--- src/rtl/wma_filter_mc.sv ---
// Multi-channel weighted-moving-average temperature filter with per-channel band thresholds.
// Optional feature: define WMA_ALARM_EN for per-channel consecutive out-of-band alarms.
module wma_filter_mc #(
    parameter int DATA_W    = 8,
    parameter int NUM_CH    = 4,
    parameter int CH_W      = 2,
    parameter int ALARM_LEN = 4
) (
    input  logic              clk,
    input  logic              rst_n,
    input  logic              in_valid,
    output logic              in_ready,
    input  logic [CH_W-1:0]   in_ch,
    input  logic [DATA_W-1:0] in_data,
    input  logic [1:0]        thr_sel,
    output logic              out_valid,
    input  logic              out_ready,
    output logic [CH_W-1:0]   out_ch,
    output logic [DATA_W-1:0] out_wma,
    output logic [DATA_W-1:0] out_t1,
    output logic [DATA_W-1:0] out_t2,
    output logic              out_in_band,
    output logic              bad_ch
`ifdef WMA_ALARM_EN
   ,output logic [NUM_CH-1:0] alarm
`endif
);

    generate
        if ((2 ** CH_W) < NUM_CH) begin : g_bad_cfg
            $error("wma_filter_mc: CH_W too narrow to index NUM_CH channels");
        end
    endgenerate

    typedef enum logic [1:0] {IDLE, CALC, OUT} state_t;

    localparam logic [CH_W:0] NUM_CH_L = (CH_W+1)'(NUM_CH);

    state_t state, next_state;

    logic [CH_W-1:0]   cap_ch;
    logic [DATA_W-1:0] cap_data;
    logic [1:0]        cap_sel;
    logic              cap_bad;

    logic [DATA_W-1:0] wma_r [NUM_CH];
    logic [DATA_W-1:0] t1_r  [NUM_CH];
    logic [DATA_W-1:0] t2_r  [NUM_CH];
    logic [NUM_CH-1:0] seeded_r;

    logic [DATA_W-1:0] cur_wma, cur_t1, cur_t2;
    logic              cur_seeded;
    logic              in_band;
    logic [DATA_W+1:0] sum_ib, sum_ob;
    logic [DATA_W-1:0] new_wma, delta, new_t1, new_t2;
    logic [DATA_W:0]   t2_sum;
    logic [2:0]        shamt;

`ifdef WMA_ALARM_EN
    localparam int CNT_W = $clog2(ALARM_LEN + 1);
    localparam logic [CNT_W-1:0] ALARM_MAX = CNT_W'(ALARM_LEN);
    logic [CNT_W-1:0] cnt_r [NUM_CH];
    logic [CNT_W-1:0] cur_cnt, new_cnt;
`endif

    assign cap_bad = ({1'b0, cap_ch} >= NUM_CH_L);

    // State register
    always_ff @(posedge clk or negedge rst_n) begin
        if (!rst_n) state <= IDLE;
        else        state <= next_state;
    end

    // Next-state and handshake outputs
    always_comb begin
        next_state = state;
        in_ready   = 1'b0;
        out_valid  = 1'b0;
        bad_ch     = 1'b0;
        case (state)
            IDLE: begin
                in_ready = 1'b1;
                if (in_valid) next_state = CALC;
            end
            CALC: begin
                bad_ch     = cap_bad;
                next_state = cap_bad ? IDLE : OUT;
            end
            OUT: begin
                out_valid = 1'b1;
                if (out_ready) next_state = IDLE;
            end
            default: next_state = IDLE;
        endcase
    end

    // Filter arithmetic for the captured sample; a fresh channel simply seeds with the sample
    always_comb begin
        cur_wma    = wma_r[cap_ch];
        cur_t1     = t1_r[cap_ch];
        cur_t2     = t2_r[cap_ch];
        cur_seeded = seeded_r[cap_ch];
        in_band    = !cur_seeded || ((cap_data >= cur_t1) && (cap_data < cur_t2));
        sum_ib     = {2'b00, cap_data} + {2'b00, cur_wma} + {1'b0, cur_wma, 1'b0};
        sum_ob     = {2'b00, cap_data} + {2'b00, cur_wma};
        if (!cur_seeded)  new_wma = cap_data;
        else if (in_band) new_wma = sum_ib[DATA_W+1:2];
        else              new_wma = sum_ob[DATA_W:1];
        case (cap_sel)
            2'd1:    shamt = 3'd6;
            2'd2:    shamt = 3'd7;
            default: shamt = 3'd5;
        endcase
        delta  = new_wma >> shamt;
        new_t1 = new_wma - delta;
        t2_sum = {1'b0, new_wma} + {1'b0, delta};
        new_t2 = t2_sum[DATA_W] ? {DATA_W{1'b1}} : t2_sum[DATA_W-1:0];
`ifdef WMA_ALARM_EN
        cur_cnt = cnt_r[cap_ch];
        if (in_band)                   new_cnt = '0;
        else if (cur_cnt == ALARM_MAX) new_cnt = ALARM_MAX;
        else                           new_cnt = cur_cnt + 1'b1;
`endif
    end

    // Sample capture, channel write-back and result registers
    always_ff @(posedge clk or negedge rst_n) begin
        if (!rst_n) begin
            cap_ch      <= '0;
            cap_data    <= '0;
            cap_sel     <= '0;
            seeded_r    <= '0;
            out_ch      <= '0;
            out_wma     <= '0;
            out_t1      <= '0;
            out_t2      <= '0;
            out_in_band <= 1'b0;
            for (int i = 0; i < NUM_CH; i++) begin
                wma_r[i] <= '0;
                t1_r[i]  <= '0;
                t2_r[i]  <= '0;
            end
`ifdef WMA_ALARM_EN
            alarm <= '0;
            for (int i = 0; i < NUM_CH; i++) cnt_r[i] <= '0;
`endif
        end else begin
            if (state == IDLE && in_valid) begin
                cap_ch   <= in_ch;
                cap_data <= in_data;
                cap_sel  <= thr_sel;
            end
            if (state == CALC && !cap_bad) begin
                wma_r[cap_ch]    <= new_wma;
                t1_r[cap_ch]     <= new_t1;
                t2_r[cap_ch]     <= new_t2;
                seeded_r[cap_ch] <= 1'b1;
                out_ch           <= cap_ch;
                out_wma          <= new_wma;
                out_t1           <= new_t1;
                out_t2           <= new_t2;
                out_in_band      <= in_band;
`ifdef WMA_ALARM_EN
                cnt_r[cap_ch] <= new_cnt;
                alarm[cap_ch] <= (new_cnt == ALARM_MAX);
`endif
            end
        end
    end

endmodule

--- config.mk ---
export PLATFORM = sky130hd
export DESIGN_NAME = wma_filter_mc
export DESIGN_NICKNAME = d
export VERILOG_FILES = /design/src/rtl/wma_filter_mc.sv
export SDC_FILE = /design/constraint.sdc
export NUM_CORES = 1
export LEC_CHECK = 0
export CORE_MARGIN = 1.5
export CORE_UTILIZATION = 30
export DETAILED_ROUTE_END_ITERATION = 6
export SLEW_MARGIN = 20
export SYNTH_ARGS = -nofsm -noshare
export SYNTH_HDL_FRONTEND = slang
export SYNTH_SLANG_ARGS = --single-unit
--- constraint.sdc ---
create_clock -name clk -period 12.02 [get_ports clk]
set_input_delay 1.803 -clock clk [delete_from_list [all_inputs] [get_ports clk]]
set_output_delay 1.803 -clock clk [all_outputs]
set_load 0.01 [all_outputs]
==> qor.yml <==
outcome:
  status: "completed"
routing:
  avgRoutedWirePerCell_um: 16.9
  viasPerCell: 4.92
  wirelength_um: 19100
  ant_nets: 0
  drt-initial-drc-count: 328
  drt_first_pass_iters: 5
  route.detailed.drc: 0
  num_vias: 5566
clock_network:
  root_buffer: "clkbuf_16"
  cts_tree: "yes"
  cts.repair.resized: 0
  postCtsHoldBufs: 0
  cts_buffers: 17
  post_cts_buffers: 0
  cts_max_level: 4
  clkTransAtPathRegs_ns: 0.06
  insertion_delay_ns: 0.42
  clockBufferDepth: 2
  cts.sinks: 141
synth:
  ys_types: 60
  synth_commonest_cells: "155 x nand2_1, 141 x dfrtp_1, 98 x o21ai_0"
  syn_inst: 772
  ys_seq_area_share_pct: 46.7
  synth.largest_area_cell: "dfrtp_1"
  syn_nets: 831
  yosys_register_bits: 141
  yosys.area.top_type_share_pct: 46.7
  yosys_warnings: 0
  synth-edff-count: 0
  async_flop_share_pct: 100
  synthTopCellsByArea: "dfrtp_1 47%, nand2_1 7.7%, mux4_2 6.9%"
  synth_flop_cell: "dfrtp_1"
  yosysMostFrequentCell: "nand2_1"
  syn_area_um2: 7550
  syn_avg_cell_area_um2: 9.79
cells_and_area:
  nNetsFinal: 857
  syn2layout_area_growth_pct: 16.8
  drive_above_1_share_pct: 10.9
  final_util_pct: 36.0
  antennaDiodeCount: 0
  fin_cells: 1131
  fillers: 2449
worst_setup_path:
  reg2reg_from: "cap_ch[0]"
  critPathArrivalTime_ns: 7.57
  path_max_fanout: 40
  r2r_end: "t2_r[18]"
  rr_worst_depth: 25
  setup.worst_path.start_class: "flop"
  required_ns: 12.27
  rrSetupSlack_ns: 4.70
  path_class: "reg -> reg"
  endpoint_kind: "flop"
floorplan:
  design.core.area_um2: 24500
  die_w_um: 162
  top_level_ports: 46
  floorplan.rows: 57
  initial_core_util_pct: 30.8
  die-area_um2: 26100
  die_h_um: 162
min_path:
  min_path_cells: 1
  hp-start: "seeded_r[3]"
  hold_end: "seeded_r[3]"
  hp-class: "reg -> reg"
placement:
  dp.cells: 1103
  dpl.hpwl_um: 13000
  routabilityCongestion: 0.880
  numPortBuffers: 44
  place_ws_ns: 4.75
grt:
  grt_max_degree: 73
  grt_overflow: 0
  grt_pass1_vias: 5515
  grt_first_pass_wirelength_um: 31000
  grt_use_total_pct: 15.4
  grt_antenna_before_repair: 0
timing:
  setup_viol: 0
  layout_min_cycle_time_ns: 7.32
  timing.final.crit_share_pct: 60.9
  fin_worst_skew_ns: 0.00889
  relSlewSlack_pct: 35.1
  setup_ws_ns: 4.70
  setup_tns_ns: 0
  maxSlewViolCount: 0
  tightest_slew_ns: 0.963
  rsz0062_at_grt: "false"
  max_clock_freq_mhz: 137
  hold_viol_final: 0
job:
  maxCapViolations: 0
-- per-layer routing --
layer	track usage [%]	vias to the layer above	part of all wire (%)
li1	-	2729	-
met1	21.3	2717	49
met2	24.4	106	46
met3	3.29	14	3.9
met4	4.71	0	1.2
met5	0	-	0
-- cell usage in the layout, fill, tap and decap left out, drive strengths merged, types with 6 or more instances in the layout --
master         count
o21ai            103
a21oi             30
nand2b             9
nor2              45
xnor2             10
a21o               7
o31ai              8
nand3              8
nor3               9
ha                39
nor2b              6
inv               28
clkbuf            21
nand2            156
mux2              11
dfrtp            141
clkdlybuf4s50     43
a31oi             11
buf               10
mux4              23
and2              12
-- area by class of cell --
type,instances,area [µm²],share of cell area (%)
inverters,28,105,1.19
multi-input cells,557,3730,42.3
clock inverters,7,93.8,1.06
clock buffers,21,450,5.10
flip-flops and latches,141,3530,40.0
well taps,324,405,4.59
repair buffers,53,509,5.77
-- worst max-delay path by stage --
| stage | start | to | depth (start not counted) |
|---|---|---|---|
| global placement | cap_ch[0] | t2_r[18] | 25 |
| detailed placement | cap_ch[0] | t2_r[18] | 25 |
| finish | cap_ch[0] | t2_r[18] | 25 |
| CTS | cap_ch[0] | t2_r[18] | 25 |
| global route | cap_ch[0] | t2_r[27] | 23 |
| floorplan | cap_ch[0] | t2_r[2] | 26 |
-- logic make-up after synthesis --
| logic type | synth area share [%] |
|---|---|
| AND/OR/NAND/NOR | 15.5 |
| AO/OA/AOI/OAI | 15.4 |
| flip-flops | 46.7 |
| buffers and inverters | 4.01 |
| adder cells (fa/ha/maj) | 7.52 |
| multiplexers | 9.16 |
| XOR/XNOR | 1.62 |
| other | 0.0496 |
-- registers in the layout, summed over array words and instances, names as in the netlist --
signal,flops
out_t2,8
t2_r,32
cap_data,8
cap_ch,2
state,2
seeded_r,4
out_wma,8
t1_r,32
wma_r,32
out_in_band,1
out_ch,2
out_t1,8
cap_sel,2
-- worst max-delay path, stage by stage, from the launching register on --
cell	delay, ns
dfrtp_2	0.33
buf_4	0.53
mux4_2	0.66
ha_1	0.32
nand3_1	0.06
o21bai_1	0.26
o21ai_0	0.13
nand2b_1	0.09
xor2_1	0.21
ha_1	0.32
a21o_1	0.18
a21oi_1	0.30
o2111ai_1	0.21
a21oi_1	0.19
a2bb2oi_1	0.36
and2_1	0.49
mux2i_1	0.18
mux2_2	0.31
ha_1	0.21
fa_1	0.39
nor2b_1	0.15
o21ai_0	0.15
nand2b_1	0.19
nor3b_1	0.22
nand3_1	0.54
a31oi_1	0.17
-- per-stage QoR --
step | hold slack (ns) | cell area, µm²
after floorplan | 0.429 | 7550
after global placement | 0.444 | 8280
after detailed placement | 0.450 | 8280
after CTS | 0.468 | 8820
after global routing | 0.484 | 8820
final | 0.468 | 8820
Power is not shown: default switching activity piles up to over one toggle a cycle in this logic, so the estimate is an artifact.
